## config.mk

```make
export PLATFORM = sky130hd
export DESIGN_NAME = rca_pipe
export DESIGN_NICKNAME = d
export VERILOG_FILES = /design/src/rtl/rca_pkg.sv /design/src/rtl/full_adder.sv /design/src/rtl/rca_pipe.sv
export SDC_FILE = /design/constraint.sdc
export NUM_CORES = 1
export LEC_CHECK = 0
export CAP_MARGIN = 5
export CELL_PAD_IN_SITES_DETAIL_PLACEMENT = 0
export CELL_PAD_IN_SITES_GLOBAL_PLACEMENT = 2
export CORE_MARGIN = 5
export CORE_UTILIZATION = 35
export CTS_BUF_LIST = sky130_fd_sc_hd__clkbuf_4 sky130_fd_sc_hd__clkbuf_8 sky130_fd_sc_hd__clkbuf_16
export CTS_CLUSTER_DIAMETER = 40
export DETAILED_ROUTE_END_ITERATION = 8
export PLACE_DENSITY_LB_ADDON = 0.1
export SLEW_MARGIN = 0
export SYNTH_ARGS = -nofsm -noshare
export SYNTH_HDL_FRONTEND = slang
export SYNTH_SLANG_ARGS = --single-unit
```

## constraint.sdc

```tcl
create_clock -name clk -period 4.2 [get_ports clk]
set_input_delay 0.84 -clock clk [delete_from_list [all_inputs] [get_ports clk]]
set_output_delay 0.84 -clock clk [all_outputs]
set_load 0.005 [all_outputs]
```

## src/rtl/rca_pkg.sv

```systemverilog
// Shared constants and mode encoding for the pipelined ripple-carry adder.
package rca_pkg;

  localparam int unsigned DEFAULT_WIDTH  = 16;
  localparam int unsigned DEFAULT_STAGES = 4;

  typedef enum logic {
    MODE_ADD = 1'b0,
    MODE_SUB = 1'b1
  } mode_e;

endpackage

```

## src/rtl/full_adder.sv

```systemverilog
// Single-bit full adder cell used to build each ripple slice.
module full_adder (
  input  logic a,
  input  logic b,
  input  logic cin,
  output logic sum,
  output logic cout
);

  assign sum  = a ^ b ^ cin;
  assign cout = (a & b) | (cin & (a ^ b));

endmodule

```

## src/rtl/rca_pipe.sv

```systemverilog
// Ripple-carry adder/subtractor split into STAGES slices with a skid-free
// stall-on-backpressure pipeline; operand upper bits ride along in skew buffers.
module rca_pipe
  import rca_pkg::*;
#(
  parameter int unsigned WIDTH  = DEFAULT_WIDTH,
  parameter int unsigned STAGES = DEFAULT_STAGES
) (
  input  logic             clk,
  input  logic             rst,
  input  logic [WIDTH-1:0] a_in,
  input  logic [WIDTH-1:0] b_in,
  input  logic             c_in,
  input  logic             sub,
  input  logic             in_valid,
  output logic             in_ready,
  output logic [WIDTH-1:0] s,
  output logic             cout,
  output logic             ovf,
  output logic             out_valid,
  input  logic             out_ready
);

  localparam int unsigned CH   = WIDTH / STAGES;
  localparam int unsigned LAST = STAGES - 1;

  if (STAGES < 1 || WIDTH < 2 || (WIDTH % STAGES) != 0) begin : g_param_check
    $error("rca_pipe: WIDTH must be >= 2 and divisible by STAGES");
  end

  logic [WIDTH-1:0] b_eff;
  logic             c_eff;
  logic             advance;

  // Subtract folds into the add path: invert B and the carry-in at entry.
  always_comb begin
    b_eff = b_in;
    c_eff = c_in;
    if (mode_e'(sub) == MODE_SUB) begin
      b_eff = ~b_in;
      c_eff = ~c_in;
    end
  end

  assign advance  = !out_valid || out_ready;
  assign in_ready = rst || advance;

  for (genvar k = 0; k < STAGES; k++) begin : g_stage
    localparam int unsigned DONE = (k + 1) * CH;

    logic [CH-1:0]   x_c;
    logic [CH-1:0]   y_c;
    logic [CH-1:0]   sum_c;
    logic [CH:0]     chain_c;
    logic [DONE-1:0] sum_n;
    logic [DONE-1:0] sum_r;
    logic            valid_n;
    logic            valid_r;
    logic            carry_r;

    // Slice operands come from the ports for stage 0, else from the previous skew buffer.
    if (k == 0) begin : g_src
      assign x_c        = a_in[CH-1:0];
      assign y_c        = b_eff[CH-1:0];
      assign chain_c[0] = c_eff;
      assign valid_n    = in_valid;
      assign sum_n      = sum_c;
    end else begin : g_src
      assign x_c        = g_stage[k-1].g_skew.a_r[CH-1:0];
      assign y_c        = g_stage[k-1].g_skew.b_r[CH-1:0];
      assign chain_c[0] = g_stage[k-1].carry_r;
      assign valid_n    = g_stage[k-1].valid_r;
      assign sum_n      = {sum_c, g_stage[k-1].sum_r};
    end

    for (genvar i = 0; i < CH; i++) begin : g_bit
      full_adder u_fa (
        .a    (x_c[i]),
        .b    (y_c[i]),
        .cin  (chain_c[i]),
        .sum  (sum_c[i]),
        .cout (chain_c[i+1])
      );
    end

    always_ff @(posedge clk) begin
      if (rst) begin
        valid_r <= 1'b0;
        carry_r <= 1'b0;
        sum_r   <= '0;
      end else if (advance) begin
        valid_r <= valid_n;
        carry_r <= chain_c[CH];
        sum_r   <= sum_n;
      end
    end

    // Skew buffer: operand bits not yet added, shifted so the next slice sits at bit 0.
    if (k < LAST) begin : g_skew
      localparam int unsigned REM = WIDTH - DONE;

      logic [REM-1:0] a_n;
      logic [REM-1:0] b_n;
      logic [REM-1:0] a_r;
      logic [REM-1:0] b_r;

      if (k == 0) begin : g_sel
        assign a_n = a_in[WIDTH-1:CH];
        assign b_n = b_eff[WIDTH-1:CH];
      end else begin : g_sel
        assign a_n = g_stage[k-1].g_skew.a_r[REM+CH-1:CH];
        assign b_n = g_stage[k-1].g_skew.b_r[REM+CH-1:CH];
      end

      always_ff @(posedge clk) begin
        if (rst) begin
          a_r <= '0;
          b_r <= '0;
        end else if (advance) begin
          a_r <= a_n;
          b_r <= b_n;
        end
      end
    end

    // Signed overflow: carry into the MSB differs from carry out of it.
    if (k == LAST) begin : g_last
      logic ovf_r;

      always_ff @(posedge clk) begin
        if (rst) begin
          ovf_r <= 1'b0;
        end else if (advance) begin
          ovf_r <= chain_c[CH] ^ chain_c[CH-1];
        end
      end
    end
  end

  assign s         = g_stage[LAST].sum_r;
  assign cout      = g_stage[LAST].carry_r;
  assign ovf       = g_stage[LAST].g_last.ovf_r;
  assign out_valid = g_stage[LAST].valid_r;

endmodule

```

==> results.toml <==
[cts]
cts_root_buf = "clkbuf_16"
cts_buffer_depth = 2
cts_tree = "yes"
cts_resized = 0
cts_made_buffers = 9
clkSinkCount = 97
clkLatencyLatePin_ps = 340
clkSlewWorstSetupHoldPaths_ps = 70
hold_buffers = 0
cts-htree-levels = 3
postCtsSetupBuffers = 0

[timing]
fmax_mhz = 302
hold_viol = 0
tightestPinTransition_ps = 800
layout_setup_ws_ps = 894
finalCritPeriodShare_pct = 78.7
holdWs_ps = 450
rsz0062_at_grt = "no"
period_needed_ps = 3310
setup_tns_ps = 0
slew_viol_final = 0
clock_skew_ps = 8.50
slew-limit-headroom_pct = 46.6
setup_viol = 0

[floorplan]
core_um2 = 11300
die_h_um = 117
fp-row-count = 39
io-pin-count = 58
dieWidth_um = 117
die_area_um2 = 13600
initial_core_util_pct = 35.3

[synthesis]
synth_cell_types = 17
syn_nets = 514
postSynthCellCount = 460
yosysSeqAreaShare_pct = 48.8
ys_ff_latch = 97
syn_avg_cell_area_um2 = 8.65
yosys_warnings = 0
synth_area_um2 = 3980

[flow_run]
maxCapViolCount = 0

[routing]
dr.pass1.iters = 4
drc_errors = 0
wl_per_cell_um = 12.4
vias = 2931
routed_wl_um = 8010
postRouteAntennaNets = 0
drt_iter0_drc = 160
vias_per_cell = 4.53

[critical_path]
critPathLaunchType = "primary input"
crit_type = "in2reg"
crit_required_ps = 4390
cp_max_fo = 6
end_kind = "flop"
arrival_ps = 3500

[power_and_ir_drop]
power_density_nw_per_um2 = 418
p_sw_share_pct = 23.0
max-vdd-ir-drop_v = 0.000274
switching_power_w = 0.000467
p_comb_share_pct = 9.7
leakage_nw = 1.83
p_int_w = 0.00157
power.clock.fraction_pct = 40.6
finalPower_w = 0.00204
share_seq_of_total_power_pct = 49.7

[status]
status = "finished clean"

[global_route]
grt_pass1_wl_um = 13800
use_met1_pct = 17.1
grt_max_degree = 78
antenna_found_initial = 0
busiest_layer = "met2"
use_met2_pct = 20.4
grt_pass1_vias = 2858
grt_usage_pct = 13.0
met3_usage_pct = 2.75
grt.overflow.total = 0

[placed_design]
hpwl_um = 5170
place.gp.congestion = 0.713
portBuffers = 57
place_ws_ps = 485

[finish]
register_area_um2 = 1940
multiInputGateArea_um2 = 1740
nets = 553
area.growth.synth_to_final_pct = 22.3
fill_cells = 1166
n_antenna_cell = 0
drive_above_1_share_pct = 6.75

[hold_path]
hp-class = "reg2reg"
-- power groups by stage --
stage,sequential [W],clock (W),combinational [W]
floorplan,0.00103,0,0.000126
global placement,0.00103,0,0.000200
detailed placement,0.00103,0,0.000201
CTS,0.00101,0.000857,0.000202
global route,0.00102,0.000896,0.000228
finish,0.00101,0.000827,0.000197
-- cells in the mapped netlist (all sizes together) --
library cell | instances | share of area [%]
nand2 | 144 | 14
dfxtp | 97 | 49
a21oi | 72 | 9.1
buf | 28 | 4.9
nor2 | 26 | 2.5
inv | 25 | 2.4
a211oi | 24 | 5.7
fa | 16 | 8.1
xnor2 | 15 | 3.3
clkbuf | 7 | 0.66
xor2 | 3 | 0.66
nand2b | 2 | 0.31
nor2b | 1 | 0.16
-- final timing paths --
| kind | slack [ps] | cells past startpoint | startpoint | to |
|---|---|---|---|---|
| worst min-delay path | 450 | 2 | s[0] | s[0] |
| worst max-delay path | 890 | 9 | sub | g_stage[0].sum_r[3] |
| worst min register to register | 450 | 2 | s[0] | s[0] |
| worst max register to register | 1830 | 10 | g_stage[2].carry_r | ovf |
-- worst max-delay path, stage by stage --
cell and delay, ps:
clkdlybuf4s50_1 720, xnor2_1 160, fa_1 420, fa_1 390, fa_1 360, inv_1 70, fa_1 400, nand2_1 70
a21oi_1 60
-- registers in the layout, indices dropped and copies added (netlist names) --
name and cells:
g_stage.carry_r 3, g_stage.valid_r 3, g_stage.g_skew.b_r 24, s 16, g_stage.sum_r 24, g_stage.g_skew.a_r 24
cout 1, ovf 1, out_valid 1
-- through the flow --
| step | cell area, um2 | cells | utilization [%] |
|---|---|---|---|
| floorplan | 3980 | 460 | - |
| global placement | 4560 | 631 | 40.5 |
| detailed placement | 4560 | 631 | 40.5 |
| CTS | 4860 | 647 | 43.2 |
| global route | 4860 | 647 | 43.2 |
| finish | 4860 | 647 | 43.2 |
-- layer usage --
| layer | vias to the layer above | routed length, um |
|---|---|---|
| met4 | 0 | 172 |
| met2 | 49 | 3610 |
| met1 | 1329 | 3930 |
| li1 | 1541 | - |
| met5 | - | 0 |
| met3 | 12 | 294 |
-- layout make-up --
type / count / area share (%)
timing repair buffer: 63 / 12.6
sequential: 97 / 39.9
clock inverter: 5 / 1.13
inverter: 25 / 1.93
tap: 143 / 3.68
clock buffer: 11 / 5.07
multi-input combinational: 303 / 35.7
-- cells in the final DEF (no fill, tap or decap), types with 2 or more instances in the layout --
master | netlist | final
nor2_1 | 26 | 26
clkdlybuf4s50_1 | 0 | 56
clkinv_2 | 0 | 2
nand2_1 | 144 | 144
inv_1 | 25 | 25
a21oi_1 | 72 | 72
buf_4 | 3 | 7
xnor2_1 | 15 | 15
dfxtp_1 | 97 | 97
fa_1 | 16 | 16
a211oi_2 | 9 | 9
clkbuf_16 | 0 | 9
clkinvlp_4 | 0 | 2
a211oi_1 | 15 | 15
xor2_1 | 3 | 3
-- cells by family (layout without fill, tap and decap cells) --
family	after synthesis	after routing	share of synthesized area (%)
AND/OR/NAND/NOR	173	173	16.5
flip-flops	97	97	48.8
buffers and inverters	60	104	7.93
XOR/XNOR	18	18	3.96
AO/OA/AOI/OAI	96	96	14.7
adder cells (fa/ha/maj)	16	16	8.05
No activity file was read; power rests on OpenSTA's default activity.
